### src/rtl/gba_io_pkg.sv
`default_nettype none
// ============================================================================
// Package  : gba_io_pkg
// Brief    : Shared transfer-width encodings and arbiter state type
// Revision : 1.0
// ============================================================================
package gba_io_pkg;

    localparam logic [1:0] DATA_WIDTH_0  = 2'b00;
    localparam logic [1:0] DATA_WIDTH_8  = 2'b01;
    localparam logic [1:0] DATA_WIDTH_16 = 2'b10;
    localparam logic [1:0] DATA_WIDTH_32 = 2'b11;

    typedef enum logic [1:0] {
        ST_IDLE    = 2'd0,
        ST_ISSUE   = 2'd1,
        ST_WAIT_RD = 2'd2,
        ST_WR_DONE = 2'd3
    } arb_state_t;

endpackage
`default_nettype wire

### src/rtl/mem_arb_timer.sv
`default_nettype none
// ============================================================================
// Module   : mem_arb_timer
// Brief    : Read-return watchdog; expires on the RD_TIMEOUT-th counted cycle
// Revision : 1.0
// ============================================================================
module mem_arb_timer #(
    parameter int RD_TIMEOUT = 255
) (
    input  logic clk,
    input  logic rst_n,
    input  logic i_load,
    input  logic i_count,
    output logic o_expire
);

    localparam int CNT_W = (RD_TIMEOUT > 1) ? $clog2(RD_TIMEOUT) : 1;
    localparam logic [CNT_W-1:0] CNT_LAST = CNT_W'(RD_TIMEOUT - 1);

    logic [CNT_W-1:0] r_cnt;

    assign o_expire = i_count && (r_cnt == CNT_LAST);

    always_ff @(posedge clk or negedge rst_n) begin
        if (!rst_n) begin
            r_cnt <= '0;
        end else if (i_load) begin
            r_cnt <= '0;
        end else if (i_count && !o_expire) begin
            r_cnt <= r_cnt + CNT_W'(1);
        end
    end

endmodule
`default_nettype wire

### src/rtl/mem_arbiter.sv
`default_nettype none
// ============================================================================
// Module   : mem_arbiter
// Brief    : Cart/USB memory arbiter with starvation guard and read timeout
// Revision : 1.0
// ============================================================================
module mem_arbiter
    import gba_io_pkg::*;
#(
    parameter int STARVE_LIMIT = 8,
    parameter int RD_TIMEOUT   = 255
) (
    input  logic        clk,
    input  logic        rst_n,
    input  logic        cart_req,
    input  logic        cart_we,
    input  logic [25:0] cart_addr,
    input  logic [1:0]  cart_width,
    input  logic [31:0] cart_wdata,
    output logic        cart_ack,
    output logic [31:0] cart_rdata,
    input  logic        usb_req,
    input  logic        usb_we,
    input  logic [25:0] usb_addr,
    input  logic [31:0] usb_wdata,
    output logic        usb_ack,
    output logic [31:0] usb_rdata,
    output logic        mem_rd,
    output logic        mem_wr,
    output logic [25:0] mem_addr,
    output logic [1:0]  mem_width,
    output logic [31:0] mem_wdata,
    input  logic        mem_rd_ready,
    input  logic        mem_wr_ready,
    input  logic        mem_rd_valid,
    input  logic [31:0] mem_rd_data,
    output logic        grant_usb,
    output logic        timeout_err
);

    localparam int SC_W = $clog2(STARVE_LIMIT + 1);
    localparam logic [SC_W-1:0] STARVE_MAX = SC_W'(STARVE_LIMIT);

    arb_state_t      r_state, w_state;
    logic [SC_W-1:0] r_starve, w_starve;
    logic            r_we, w_we;
    logic            w_grant_usb, w_mem_rd, w_mem_wr, w_cart_ack, w_usb_ack, w_timeout;
    logic [25:0]     w_mem_addr;
    logic [1:0]      w_mem_width;
    logic [31:0]     w_mem_wdata, w_cart_rdata, w_usb_rdata, w_rdata;
    logic            w_fin, w_fin_rd;
    logic            w_tmr_load, w_tmr_count, w_tmr_expire;

    // Timer controls come straight from state and inputs so expire never loops back through the FSM.
    assign w_tmr_load  = (r_state == ST_ISSUE) && !r_we && mem_rd_ready;
    assign w_tmr_count = (r_state == ST_WAIT_RD) && !mem_rd_valid;

    mem_arb_timer #(
        .RD_TIMEOUT (RD_TIMEOUT)
    ) u_timer (
        .clk      (clk),
        .rst_n    (rst_n),
        .i_load   (w_tmr_load),
        .i_count  (w_tmr_count),
        .o_expire (w_tmr_expire)
    );

    always_comb begin
        w_state      = r_state;
        w_starve     = r_starve;
        w_we         = r_we;
        w_grant_usb  = grant_usb;
        w_mem_addr   = mem_addr;
        w_mem_width  = mem_width;
        w_mem_wdata  = mem_wdata;
        w_cart_rdata = cart_rdata;
        w_usb_rdata  = usb_rdata;
        w_mem_rd     = 1'b0;
        w_mem_wr     = 1'b0;
        w_cart_ack   = 1'b0;
        w_usb_ack    = 1'b0;
        w_timeout    = 1'b0;
        w_fin        = 1'b0;
        w_fin_rd     = 1'b0;
        w_rdata      = '0;

        case (r_state)
            ST_IDLE: begin
                if (!usb_req) begin
                    w_starve = '0;
                end
                // The ack cycle is skipped so a request held through ack is not granted twice.
                if (!(cart_ack || usb_ack)) begin
                    if (usb_req && (!cart_req || r_starve == STARVE_MAX)) begin
                        w_grant_usb = 1'b1;
                        w_mem_addr  = usb_addr;
                        w_mem_width = DATA_WIDTH_32;
                        w_mem_wdata = usb_wdata;
                        w_we        = usb_we;
                        w_starve    = '0;
                        w_state     = ST_ISSUE;
                    end else if (cart_req) begin
                        w_grant_usb = 1'b0;
                        w_mem_addr  = cart_addr;
                        w_mem_width = cart_width;
                        w_mem_wdata = cart_wdata;
                        w_we        = cart_we;
                        if (usb_req && r_starve != STARVE_MAX) begin
                            w_starve = r_starve + SC_W'(1);
                        end
                        w_state     = ST_ISSUE;
                    end
                end
            end
            ST_ISSUE: begin
                if (r_we && mem_wr_ready) begin
                    w_mem_wr = 1'b1;
                    w_state  = ST_WR_DONE;
                end else if (!r_we && mem_rd_ready) begin
                    w_mem_rd = 1'b1;
                    w_state  = ST_WAIT_RD;
                end
            end
            ST_WAIT_RD: begin
                if (mem_rd_valid) begin
                    w_fin    = 1'b1;
                    w_fin_rd = 1'b1;
                    w_rdata  = mem_rd_data;
                    w_state  = ST_IDLE;
                end else if (w_tmr_expire) begin
                    w_fin     = 1'b1;
                    w_fin_rd  = 1'b1;
                    w_rdata   = '1;
                    w_timeout = 1'b1;
                    w_state   = ST_IDLE;
                end
            end
            ST_WR_DONE: begin
                w_fin   = 1'b1;
                w_state = ST_IDLE;
            end
            default: begin
                w_state = ST_IDLE;
            end
        endcase

        if (w_fin) begin
            if (grant_usb) begin
                w_usb_ack = 1'b1;
                if (w_fin_rd) begin
                    w_usb_rdata = w_rdata;
                end
            end else begin
                w_cart_ack = 1'b1;
                if (w_fin_rd) begin
                    w_cart_rdata = w_rdata;
                end
            end
        end
    end

    always_ff @(posedge clk or negedge rst_n) begin
        if (!rst_n) begin
            r_state     <= ST_IDLE;
            r_starve    <= '0;
            r_we        <= 1'b0;
            grant_usb   <= 1'b0;
            mem_addr    <= '0;
            mem_width   <= '0;
            mem_wdata   <= '0;
            mem_rd      <= 1'b0;
            mem_wr      <= 1'b0;
            cart_ack    <= 1'b0;
            cart_rdata  <= '0;
            usb_ack     <= 1'b0;
            usb_rdata   <= '0;
            timeout_err <= 1'b0;
        end else begin
            r_state     <= w_state;
            r_starve    <= w_starve;
            r_we        <= w_we;
            grant_usb   <= w_grant_usb;
            mem_addr    <= w_mem_addr;
            mem_width   <= w_mem_width;
            mem_wdata   <= w_mem_wdata;
            mem_rd      <= w_mem_rd;
            mem_wr      <= w_mem_wr;
            cart_ack    <= w_cart_ack;
            cart_rdata  <= w_cart_rdata;
            usb_ack     <= w_usb_ack;
            usb_rdata   <= w_usb_rdata;
            timeout_err <= w_timeout;
        end
    end

endmodule
`default_nettype wire

### config.mk
export PLATFORM = sky130hd
export DESIGN_NAME = mem_arbiter
export DESIGN_NICKNAME = d
export VERILOG_FILES = /design/src/rtl/gba_io_pkg.sv /design/src/rtl/mem_arb_timer.sv /design/src/rtl/mem_arbiter.sv
export SDC_FILE = /design/constraint.sdc
export NUM_CORES = 1
export LEC_CHECK = 0
export ABC_AREA = 1
export CORE_ASPECT_RATIO = 1.1
export CORE_UTILIZATION = 39
export CTS_CLUSTER_SIZE = 12
export DETAILED_ROUTE_END_ITERATION = 8
export PLACE_DENSITY = 0.86
export SLEW_MARGIN = 20
export SYNTH_ARGS = -nofsm -noshare
export SYNTH_HDL_FRONTEND = slang
export SYNTH_SLANG_ARGS = --single-unit
### constraint.sdc
create_clock -name clk -period 1.5 [get_ports clk]
set_input_delay 0.375 -clock clk [delete_from_list [all_inputs] [get_ports clk]]
set_output_delay 0.375 -clock clk [all_outputs]
set_load 0.03 [all_outputs]
# [Word-level counts from Yosys, hierarchy flattened]
# Cells that the tools add are included.
[classes] n_addsub=2 muxes=43 eq_ne=10 bitwise=2 reduce_logical=22
[op_table] op="32-bit 2-to-1 mux" count=5
[op_table] op="26-bit 2-to-1 mux" count=2
[op_table] op="4-bit 2-to-1 mux" count=5
[op_table] op="1-bit 2-to-1 mux" count=18
[op_table] op="2-bit 2-to-1 mux" count=9
[op_table] op="8-bit 2-to-1 mux" count=2
[op_table] op="1-bit logical AND" count=9
[op_table] op="3-bit AND reduction" count=3
[op_table] op="8-bit by 1-bit adder with 8-bit output (second input constant)" count=1
[op_table] op="8-bit equality test (second input constant)" count=1
[op_table] op="2-bit one-hot mux with 4 select lines" count=1
[op_table] op="4-bit by 1-bit adder with 4-bit output (second input constant)" count=1
[op_table] op="2-bit equality test (second input constant)" count=2
[op_table] op="4-bit equality test (second input constant)" count=1
[op_table] op="1-bit zero test" count=4
[op_table] op="4-bit inequality test (second input constant)" count=1
[op_table] op="4-bit AND reduction" count=1
[op_table] op="2-bit nonzero test" count=2
[op_table] op="3-bit by 1-bit inequality test with 1-bit output (second input constant)" count=1
[op_table] op="3-bit by 2-bit inequality test with 1-bit output (second input constant)" count=1
[op_table] op="3-bit inequality test (second input constant)" count=1
[op_table] op="2-bit by 1-bit equality test with 1-bit output (second input constant)" count=1
[op_table] op="2-bit zero test" count=1
[op_table] op="1-bit logical OR" count=2
[op_table] op="other kinds (3)" count=4
[word_totals] elab_cells=94 reg_bits=145 out_inout_bits=130 inputBits=159

# [Depth between registers and ports, before layout]
# Gate-level depths: netlist of run 1.
[logic_depth] ltp_word=7 ltp_mapped=10 ltp_nobuf=10

# [By module]
# From an unflattened synthesis of run 1, not the netlist that was laid out.
[unflattened] cells_unflattened=840 hier_area_um2=6879.1
[by_module_without_submodules] module="mem_arbiter" area_each_um2=6344.8 cells_per_inst=768 seq_area_each_um2=3428.3 instances=1
[by_module_without_submodules] module="mem_arb_timer" area_each_um2=534.3 cells_per_inst=72 seq_area_each_um2=200.2 instances=1

# [Least setup slack after synthesis of run 1]
# OpenSTA, ideal clock, no wires.
[synth_path] path_kind="reg2reg" start="register usb_ack" end="register mem_width[1]" n_path_buf=2 setup_time_ps=126 t_required_ps=1374 t_arrival_ps=1480 stages_incl_launch_ff=9 slack_ps=-107 synth_period_minus_slack_ps=1607 path_cell_list="dfrtp_1 -> nor2_2 -> nand2_2 -> nor2_4 -> inv_2 -> buf_4 -> buf_2 -> nand2_1 -> o21ai_0"
[synth_between] elab_chain_cells=3
[synth_lines] element="start, declared" line_no="mem_arbiter.sv:26" rtl="output logic usb_ack,"
[synth_lines] element="start signal, assigned" line_no="mem_arbiter.sv:190" rtl="usb_ack <= w_usb_ack;"
[synth_lines] element="1-bit logical OR" line_no="mem_arbiter.sv:93" rtl="if (!(cart_ack || usb_ack)) begin"
[synth_lines] element="1-bit NOT (no source line)"
[synth_lines] element="3-bit AND reduction (no source line)"
[synth_lines] element="end signal, assigned" line_no="mem_arbiter.sv:184" rtl="mem_width <= w_mem_width;"
[synth_lines] element="end, declared" line_no="mem_arbiter.sv:31" rtl="output logic [1:0] mem_width,"
# No other way between the ends.
# A chain may end at the register's enable or synchronous reset.

# [Worst setup path in the final report of run 1]
[layout_path] start="register u_timer.r_cnt[0]" end="register usb_rdata[16]"
[layout_between] elab_chain_cells=6 word_cells_on_any_way=10 classes_between="1 x eq/ne; 7 x mux; 2 x reduce/logical"
[layout_lines] element="start, declared" line_no="mem_arb_timer.sv:20" rtl="logic [CNT_W-1:0] r_cnt;"
[layout_lines] element="start signal, assigned" line_no="mem_arb_timer.sv:30" rtl="r_cnt <= r_cnt + CNT_W'(1);"
[layout_lines] element="8-bit equality test (*)" line_no="mem_arb_timer.sv:22" rtl="assign o_expire = i_count && (r_cnt == CNT_LAST);"
[layout_lines] element="1-bit logical AND (*)" line_no="mem_arb_timer.sv:22"
[layout_lines] element="1-bit 2-to-1 mux" line_no="mem_arbiter.sv:130" rtl="end else if (w_tmr_expire) begin"
[layout_lines] element="1-bit 2-to-1 mux" line_no="mem_arbiter.sv:125" rtl="if (mem_rd_valid) begin"
[layout_lines] element="1-bit one-hot mux with 2 select lines / 1-bit 2-to-1 mux (equally long branches)" line_no="mem_arbiter.sv:87" rtl="case (r_state)"
[layout_lines] element="3-bit AND reduction (no source line)"
[layout_lines] element="end signal, assigned" line_no="mem_arbiter.sv:191" rtl="usb_rdata <= w_usb_rdata;"
[layout_lines] element="end, declared" line_no="mem_arbiter.sv:27" rtl="output logic [31:0] usb_rdata,"
# Every way passes the cells marked *; elsewhere a longest branch is shown, timed or not.

==> flow_summary.json, run 1 <==
{
  "dp_hpwl_mm": 15.6,
  "p_per_area_nw_per_um2": 2010,
  "crit_top_cell": "buf_12",
  "die_h_um": 143,
  "dr.first_iter.drc_count": 469,
  "combPwrFrac_pct": 54.5,
  "p_switching_uw": 11800,
  "diodes": 0,
  "gp_congestion": 0.848,
  "crit_required_ns": 1.86,
  "clockRootBuffer": "clkbuf_16",
  "intPower_uw": 13900,
  "io_pins": 289,
  "ys_seq_elements": 145,
  "seq_area_frac_synth_pct": 51.5,
  "tightest_slew_ns": 0.374,
  "syn_nets": 1082,
  "crit_fanout": 6,
  "remaining_drc_errors": 0,
  "worst_slack_ns": -0.281,
  "routed_wirelength_mm": 28.7,
  "crit_path_top_delay_cell": "dfrtp_1",
  "yosysMostFrequentCell": "nand2_1",
  "syn-mean-instance-area_um2": 7.67,
  "numClockSinks": 145,
  "nets": 1440,
  "hold_violations": 0,
  "ys_types": 23,
  "worstSetupPathType": "reg2reg",
  "rsz0062_at_grt": "true",
  "clk_latency_ns": 0.43,
  "numPortBuffers": 288,
  "cts_made_buffers": 17,
  "rows": 51,
  "whs_ns": 0.428,
  "wire_per_inst_um": 18.8,
  "syn_inst": 919,
  "numPlacedInstances": 1452,
  "drive_above_1_share_pct": 39.1,
  "place_ws_ns": -0.508,
  "p_leak_uw": 0.00618,
  "viasPerCell": 5.21,
  "overflow": 0,
  "reg2regPathDepth": 11,
  "die_x_um": 130,
  "violations": "negative setup slack",
  "start_kind": "flop",
  "power_frac_seq_pct": 27.3,
  "syn_to_final_growth_pct": 81.3,
  "finalCriticalPeriod_ns": 1.78,
  "outcome": "complete, but fails checks",
  "yosysTopAreaCell": "dfrtp_1",
  "core_um2": 17700,
  "ant_nets": 0,
  "crit_chain": "inv_2 -> ha_4 -> nand2_2 -> nor2_2 -> nand2_2 -> a21oi_4 -> buf_12 -> buf_12 -> buf_12 -> nand3_2 -> nand2_1",
  "switching_share_pct": 45.8,
  "via_count": 7962,
  "synth-edff-count": 0,
  "crit_buf_inv": 4,
  "fmax_mhz": 561,
  "finalSetupTns_ns": -14.23,
  "htreeDepth": 4,
  "ys_warn_count": 0,
  "min_path_type": "in2async",
  "synthTopCellsByArea": "dfrtp_1 (51%), nand2_1 (19%), nand3_1 (6.0%)",
  "finClkSkew_ns": 0.0170,
  "dr.pass1.iters": 5,
  "syn-cell-area_um2": 7050,
  "initial_core_util_pct": 39.9,
  "clockPowerShare_pct": 18.2,
  "final_util_pct": 72.3,
  "clkTransAtPathRegs_ns": 0.07,
  "layout.cells.non_filler": 1528,
  "grt_pass1_vias": 7366,
  "post-route-period-util_pct": 119,
  "crit_cells": 11,
  "critPathTopFamily": "buffers and inverters",
  "grt_max_degree": 37,
  "synth_flop_cell": "dfrtp_1",
  "drv_cap": 0,
  "slew_viol_final": 0,
  "cts_tree": "yes",
  "antenna_found_initial": 0,
  "clock_path_buffers": 2,
  "ys_async_sr_fraction_pct": 100,
  "synth_top_area_share_pct": 51.5,
  "endpoint_kind": "flop",
  "vdd_drop_max_mv": 1.05,
  "critical_path.max_stage_delay_ns": 0.39,
  "setup_viol_count_final": 118,
  "arrival_ns": 2.15,
  "design.die.area_um2": 18600,
  "grtUsageTotal_pct": 25.2,
  "synth_common_cells": "nand2_1 (354), dfrtp_1 (145), nand3_1 (84)",
  "max_slew_margin_pct": 75.1,
  "grt_pass1_wl_mm": 36.0
}
[layout make-up]
class	instances	area [µm²]
tap	238	298
fill	1178	4890
sequential	145	3630
inverter	84	320
clock buffer	18	429
multi-input combinational	643	3760
timing repair buffer	386	4140
clock inverter	14	203
[power by group through the flow]
stage | combinational, µW | sequential, µW | clock [µW]
finish | 14000 | 7010 | 4670
global route | 14900 | 7170 | 4840
CTS | 12300 | 6850 | 4650
detailed placement | 12500 | 6860 | 0
global placement | 12200 | 6800 | 0
floorplan | 3590 | 10000 | 0
[final timing paths]
kind	from	end	slack, ns
max in group asynchronous	rst_n	mem_wr	0.51
max	u_timer.r_cnt[0]	usb_rdata[16]	-0.28
min	rst_n	usb_rdata[6]	0.43
min reg2reg	usb_rdata[25]	usb_rdata[25]	0.47
min in group clk	usb_rdata[25]	usb_rdata[25]	0.47
max reg2reg	u_timer.r_cnt[0]	usb_rdata[16]	-0.28
[timing repair]
action | CTS | global route
buffers inserted | 4 | 10
gates cloned | 2 | 27
pin swaps | 3 | 77
gates resized for setup | 397 | 416
endpoints found under the setup margin | 211 | 192
hold endpoints to repair | 29 | 0
hold buffers | 1 | 0
[layer usage]
layer	global-route usage [%]	vias up	wire length, µm
li1	-	3569	-
met1	28.9	3764	9720
met2	43.1	514	14700
met3	7.72	115	2980
met4	11.0	0	1300
met5	0	-	0
[state kept, by name, indices dropped and copies added (netlist names)]
name,cells
usb_ack,1
mem_wr,1
usb_rdata,32
r_state,2
timeout_err,1
mem_addr,26
r_starve,4
u_timer.r_cnt,8
mem_wdata,32
mem_width,2
cart_ack,1
mem_rd,1
cart_rdata,32
r_we,1
grant_usb,1
[cell usage in the layout, fill, tap and decap left out, drive strengths merged]
cell	synthesis	layout
a21oi	6	6
buf	40	148
bufbuf	0	1
bufinv	0	4
clkbuf	10	37
clkdlybuf4s15	0	60
clkdlybuf4s50	0	157
clkinv	1	4
clkinvlp	0	3
dfrtp	145	145
dlygate4sd3	0	1
ha	4	4
inv	83	87
nand2	355	358
nand3	84	84
nand4	5	5
nor2	77	77
nor3	1	1
o21ai	71	71
or2	34	34
xor2	3	3
[logic make-up after synthesis]
logic type      count (synthesis)  share of synthesized area (%)
xor+xnor                        3                          0.373
compound gates                 77                           5.52
simple gates                  556                           32.8
fa+ha+maj                       4                          0.710
buf+inv                       134                           9.14
flops                         145                           51.5
[worst register-to-register path, stage by stage, from the launching register on]
cell and delay, ns:
dfrtp_1 0.39, inv_2 0.09, ha_4 0.13, nand2_2 0.06
nor2_2 0.09, nand2_2 0.09, a21oi_4 0.20, buf_12 0.16
buf_12 0.14, buf_12 0.13, nand3_2 0.14, nand2_1 0.11
[stage by stage]
stage                     instance area, µm²  total power, µW
after floorplan                         7110            13600
after global placement                 10600            19000
after detailed placement               10600            19300
after CTS                              11500            23800
after global routing                   12800            26900
final                                  12800            25700
Power figures use the tool's default switching activity.
==> run 2: changes to the inputs <==
Settings changed: CORE_UTILIZATION 39 to 30, PLACE_DENSITY 0.86 to 0.71, REMOVE_ABC_BUFFERS set to 1.
==> run 2 against run 1 <==
  * The run still ends with negative setup slack left
  * Setup slack gained 0.061 ns
  * Final cell count grew 3.1%
  * Wire length decreased by 10%
  * Hold slack worse by 0.017 ns
  * Design area decreased by 7.4%
  * Clock-buffer cell count down 1
  * Sequential share of layout area up 2.2 points
  * Register-to-register slack improved by 0.06 ns
  * Maximum frequency rose by 3.6%
  * Die area grew 30%
==> flow_summary.json, run 2 (synthesized netlist as in run 1, its figures left out) <==
{
  "dp_hpwl_mm": 15.3,
  "htreeDepth": 4,
  "final_cell_mix": "nand2_1 (289), clkdlybuf4s50_1 (156), dfrtp_1 (144)",
  "p_switching_uw": 11500,
  "die_x_um": 148,
  "clkTransAtPathRegs_ns": 0.07,
  "io_pins": 289,
  "p_leak_uw": 0.00595,
  "core_um2": 22900,
  "antenna_found_initial": 0,
  "ant_nets": 0,
  "rows": 58,
  "arrival_ns": 2.03,
  "largestRegisters": "cart_rdata x32, mem_wdata x32, usb_rdata x32",
  "hold_violations": 0,
  "p_total_uw": 24800,
  "wire_per_inst_um": 16.4,
  "nets": 1426,
  "numPortBuffers": 288,
  "overflow": 0,
  "endpoint_kind": "flop",
  "p_per_area_nw_per_um2": 2090,
  "clockPowerShare_pct": 17.1,
  "initial_core_util_pct": 30.7,
  "drive_above_1_share_pct": 29.8,
  "min_path_type": "in2async",
  "remaining_drc_errors": 0,
  "design.die.area_um2": 24100,
  "cts_made_buffers": 17,
  "grt_pass1_wl_mm": 34.7,
  "worstReg2RegStart": "u_timer.r_cnt[0]",
  "fmax_mhz": 581,
  "dr.first_iter.drc_count": 320,
  "finalCriticalPeriod_ns": 1.72,
  "power_frac_seq_pct": 28.5,
  "violations": "negative setup slack",
  "outcome": "complete, but fails checks",
  "numClockSinks": 145,
  "clockRootBuffer": "clkbuf_16",
  "final_common_cell": "nand2_1",
  "grt_max_degree": 60,
  "routed_wirelength_mm": 25.8,
  "crit_fanout": 8,
  "die_h_um": 163,
  "clk_latency_ns": 0.42,
  "dr.pass1.iters": 5,
  "drv_cap": 0,
  "worst_slack_ns": -0.220,
  "rsz0062_at_grt": "true",
  "tightest_slew_ns": 0.378,
  "vdd_drop_max_mv": 0.869,
  "intPower_uw": 13400,
  "max_slew_margin_pct": 74.7,
  "slew_viol_final": 0,
  "startpoint": "u_timer.r_cnt[0]",
  "grtUsageTotal_pct": 18.2,
  "diodes": 0,
  "crit_required_ns": 1.81,
  "switching_share_pct": 46.2,
  "syn_to_final_growth_pct": 68.0,
  "grt_pass1_vias": 6975,
  "combPwrFrac_pct": 54.4,
  "worstSetupPathType": "reg2reg",
  "whs_ns": 0.411,
  "setup_viol_count_final": 68,
  "post-route-period-util_pct": 115,
  "finClkSkew_ns": 0.0122,
  "clock_path_buffers": 2,
  "via_count": 7365,
  "start_kind": "flop",
  "cts_tree": "yes",
  "viasPerCell": 4.67,
  "gp_congestion": 0.800
}
## run 2: worst paths after layout
path                                   to  slack (ns)  cells after the start
max                          usb_rdata[6]       -0.22                     11
min                         cart_rdata[0]        0.41                      2
max reg2reg                  usb_rdata[6]       -0.22                     11
min reg2reg                cart_rdata[25]        0.47                      2
max in group asynchronous   mem_wdata[13]        0.52                      3
min in group clk           cart_rdata[25]        0.47                      2
## run 2: stage by stage
| step | setup slack [ns] | area, µm² | util, % | setup TNS (ns) | instances |
|---|---|---|---|---|---|
| 4_1_cts | -0.133 | 11300 | 49.3 | -6.90 | 1544 |
| 3_5_place_dp | -0.405 | 10700 | 46.5 | -43.78 | 1511 |
| 6_report | -0.220 | 11800 | 51.6 | -12.49 | 1576 |
| 3_3_place_gp | -0.353 | 10700 | 46.5 | -40.70 | 1511 |
| 5_1_grt | -0.322 | 11800 | 51.6 | -19.76 | 1576 |
| 2_1_floorplan | -2.06 | 6720 | - | -232.20 | 869 |
## run 2: layout make-up
type,count,area (µm²)
repair inverters,1,8.76
repair buffers,373,3700
inverters,84,337
clock buffers,17,425
well taps,300,375
fillers,2152,11100
clock inverters,15,146
multi-input cells,641,3220
flip-flops and latches,145,3630
## run 2: power groups by stage
| stage | logic [µW] | clock network (µW) | registers, µW |
|---|---|---|---|
| 3_3_place_gp | 12300 | 0 | 6930 |
| 5_1_grt | 14500 | 4480 | 7290 |
| 6_report | 13500 | 4240 | 7080 |
| 2_1_floorplan | 3100 | 0 | 10100 |
| 3_5_place_dp | 12500 | 0 | 6950 |
| 4_1_cts | 12000 | 4320 | 6930 |
## run 2: critical path: stages (launching register included)
cell and delay, ns:
dfrtp_1 0.39, inv_2 0.08, ha_4 0.12, nand2_2 0.05, nor2_2 0.12, nand2_2 0.09, a21oi_4 0.22, buf_6 0.15
nand2_8 0.08, clkbuf_16 0.19, nand2_1 0.06, nand2_1 0.05
## run 2: metal layers
layer / up-vias / share of wire (%) / global-route usage [%]
met2: 333 / 49 / 30.2
met3: 41 / 8.7 / 5.80
met1: 3462 / 39 / 22.1
met5: - / 0 / 0
met4: 0 / 2.4 / 6.23
li1: 3529 / - / -
## run 2: timing repair
action / in CTS / in global routing
endpoints found under the setup margin: 249 / 203
endpoints found under the hold margin: 24 / 0
setup buffers: 0 / 10
hold buffers: 1 / 0
cloned: 0 / 22
resized for setup: 411 / 323
pin swaps: 0 / 19
==> run 3: changes to the inputs <==
Settings changed: PLACE_DENSITY 0.71 to 0.68.
==> run 3 against run 2 <==
  * The run still ends with negative setup slack left
  * Sequential share of layout area shrank 1.2 points
  * Power is 0.73% higher
  * Die area is the same
  * Design area grew 4.1%
  * Maximum frequency about the same
  * Critical path type unchanged
  * Setup slack worse by 0.00058 ns
  * Global-route usage rose by 0.82 points
  * Sequential power shrank 3%
  * Flip-flop and latch count stayed put
  * Via count shrank 0.29%
  * Final cell count increased by 1.2%
  * First-iteration DRC count down 18%
==> flow_summary.json, run 3 (synthesized netlist as in run 1, its figures left out) <==
{
  "slew_viol_final": 0,
  "r2r_end": "cart_rdata[17]",
  "cts_made_buffers": 17,
  "reg2regPathDepth": 11,
  "placement.cell_area_um2": 10700,
  "overflow": 0,
  "die_h_um": 163,
  "critical_path.max_stage_delay_ns": 0.39,
  "die_x_um": 148,
  "p_per_area_nw_per_um2": 2030,
  "outcome": "complete, but fails checks",
  "grt_pass1_wl_mm": 35.7,
  "ant_nets": 0,
  "routed_wirelength_mm": 25.1,
  "nets": 1445,
  "r2r_slack_ns": -0.22,
  "whs_ns": 0.393,
  "n_fill_cell": 2180,
  "switching_share_pct": 44.5,
  "crit_path_top_delay_cell": "dfrtp_1",
  "rsz0062_at_grt": "true",
  "p_leak_uw": 0.00611,
  "numClockSinks": 145,
  "crit_top_cell": "nand2_2",
  "initial_core_util_pct": 30.7,
  "setup_viol_count_final": 78,
  "critPathTopFamily": "buffers and inverters",
  "clk_latency_ns": 0.42,
  "finClkSkew_ns": 0.0160,
  "grt_pass1_vias": 7045,
  "stdcell_area_um2": 12300,
  "final_cell_mix": "nand2_1 (287), clkdlybuf4s50_1 (157), dfrtp_1 (144)",
  "endpoint_kind": "flop",
  "grtUsageTotal_pct": 19.0,
  "finalCriticalPeriod_ns": 1.72,
  "fmax_mhz": 581,
  "min_path_type": "in2async",
  "worstSetupPathType": "reg2reg",
  "antenna_found_initial": 0,
  "clockRootBuffer": "clkbuf_16",
  "tightest_slew_ns": 0.282,
  "crit_required_ns": 1.80,
  "post-route-period-util_pct": 115,
  "numPortBuffers": 288,
  "place_ws_ns": -0.565,
  "power_frac_seq_pct": 27.6,
  "start_kind": "flop",
  "wire_per_inst_um": 15.8,
  "cts_tree": "yes",
  "grt_max_degree": 51,
  "arrival_ns": 2.02,
  "hold_violations": 0,
  "intPower_uw": 13900,
  "crit_buf_inv": 3,
  "worst_slack_ns": -0.220,
  "htreeDepth": 4,
  "drv_cap": 0,
  "gp_congestion": 0.839,
  "diodes": 0,
  "core_um2": 22900,
  "syn_to_final_growth_pct": 74.8,
  "crit_chain": "inv_2 -> ha_4 -> nand2_4 -> nor2_4 -> nand2_2 -> a21oi_4 -> buf_6 -> nand2_8 -> clkbuf_16 -> nand2_2 -> nand2_1",
  "via_count": 7344,
  "max_slew_margin_pct": 81.2,
  "io_pins": 289,
  "clock_path_buffers": 2,
  "combPwrFrac_pct": 54.6,
  "p_total_uw": 25000,
  "viasPerCell": 4.60,
  "remaining_drc_errors": 0,
  "p_switching_uw": 11100,
  "final_util_pct": 53.7,
  "dr.first_iter.drc_count": 262,
  "clockPowerShare_pct": 17.8,
  "drive_above_1_share_pct": 31.7,
  "vdd_drop_max_mv": 0.900,
  "final_common_cell": "nand2_1",
  "violations": "negative setup slack",
  "largestRegisters": "cart_rdata x32, mem_wdata x32, usb_rdata x32",
  "dp_hpwl_mm": 15.5,
  "dr.pass1.iters": 4,
  "clkTransAtPathRegs_ns": 0.06,
  "design.die.area_um2": 24100,
  "rows": 58,
  "worstReg2RegStart": "u_timer.r_cnt[0]",
  "crit_fanout": 8
}
[run 3: repair_timing]
item                                   in CTS  in global routing
setup buffers                               8                  8
gates resized for setup                   440                246
setup endpoints to repair                 252                180
cloned                                      5                 17
hold buffers                                1                  0
pin swaps                                   6                 39
endpoints found under the hold margin      20                  0
[run 3: layout make-up]
type	instances	area, µm²	area share (%)
Clock buffer	20	467	3.79
Clock inverter	12	145	1.18
Inverter	84	333	2.70
Multi-Input combinational cell	640	3220	26.1
Sequential cell	145	3630	29.4
Tap cell	300	375	3.05
Timing Repair Buffer	393	4150	33.6
Timing Repair inverter	1	6.26	0.0508
[run 3: metrics by stage]
stage | TNS (ns) | std cells
floorplan | -232.20 | 869
global placement | -46.86 | 1525
detailed placement | -52.75 | 1525
CTS | -8.04 | 1571
global route | -20.06 | 1595
finish | -11.32 | 1595
[run 3: metal layers]
layer / up-vias / wire (µm) / GRT usage, %
met1: 3444 / 10100 / 21.8
li1: 3576 / - / -
met4: 0 / 453 / 5.72
met3: 29 / 1920 / 5.85
met5: - / 0 / 0
met2: 295 / 12700 / 33.7
[run 3: worst register-to-register path: stages (launching register included)]
cell,delay [ns]
dfrtp_1,0.39
inv_2,0.08
ha_4,0.13
nand2_4,0.05
nor2_4,0.11
nand2_2,0.08
a21oi_4,0.23
buf_6,0.16
nand2_8,0.07
clkbuf_16,0.19
nand2_2,0.06
nand2_1,0.05
[run 3: worst max-delay path by stage]
| stage | end | cells past startpoint | slack, ns | startpoint |
|---|---|---|---|---|
| floorplan | cart_rdata[0] | 9 | -2.06 | u_timer.r_cnt[0] |
| detailed placement | mem_addr[14] | 7 | -0.57 | cart_req |
| finish | cart_rdata[17] | 11 | -0.22 | u_timer.r_cnt[0] |
| global placement | mem_wdata[15] | 7 | -0.46 | usb_req |
| global route | usb_rdata[15] | 11 | -0.30 | u_timer.r_cnt[0] |
| CTS | usb_rdata[3] | 10 | -0.15 | u_timer.r_cnt[0] |
[run 3: power groups by stage]
stage          combinational (µW)  clock (µW)  sequential, µW
6_report                    13600        4450            6900
5_1_grt                     14600        4710            7110
4_1_cts                     12400        4550            6870
3_5_place_dp                12500           0            6870
3_3_place_gp                12300           0            6830
2_1_floorplan                3100           0           10100
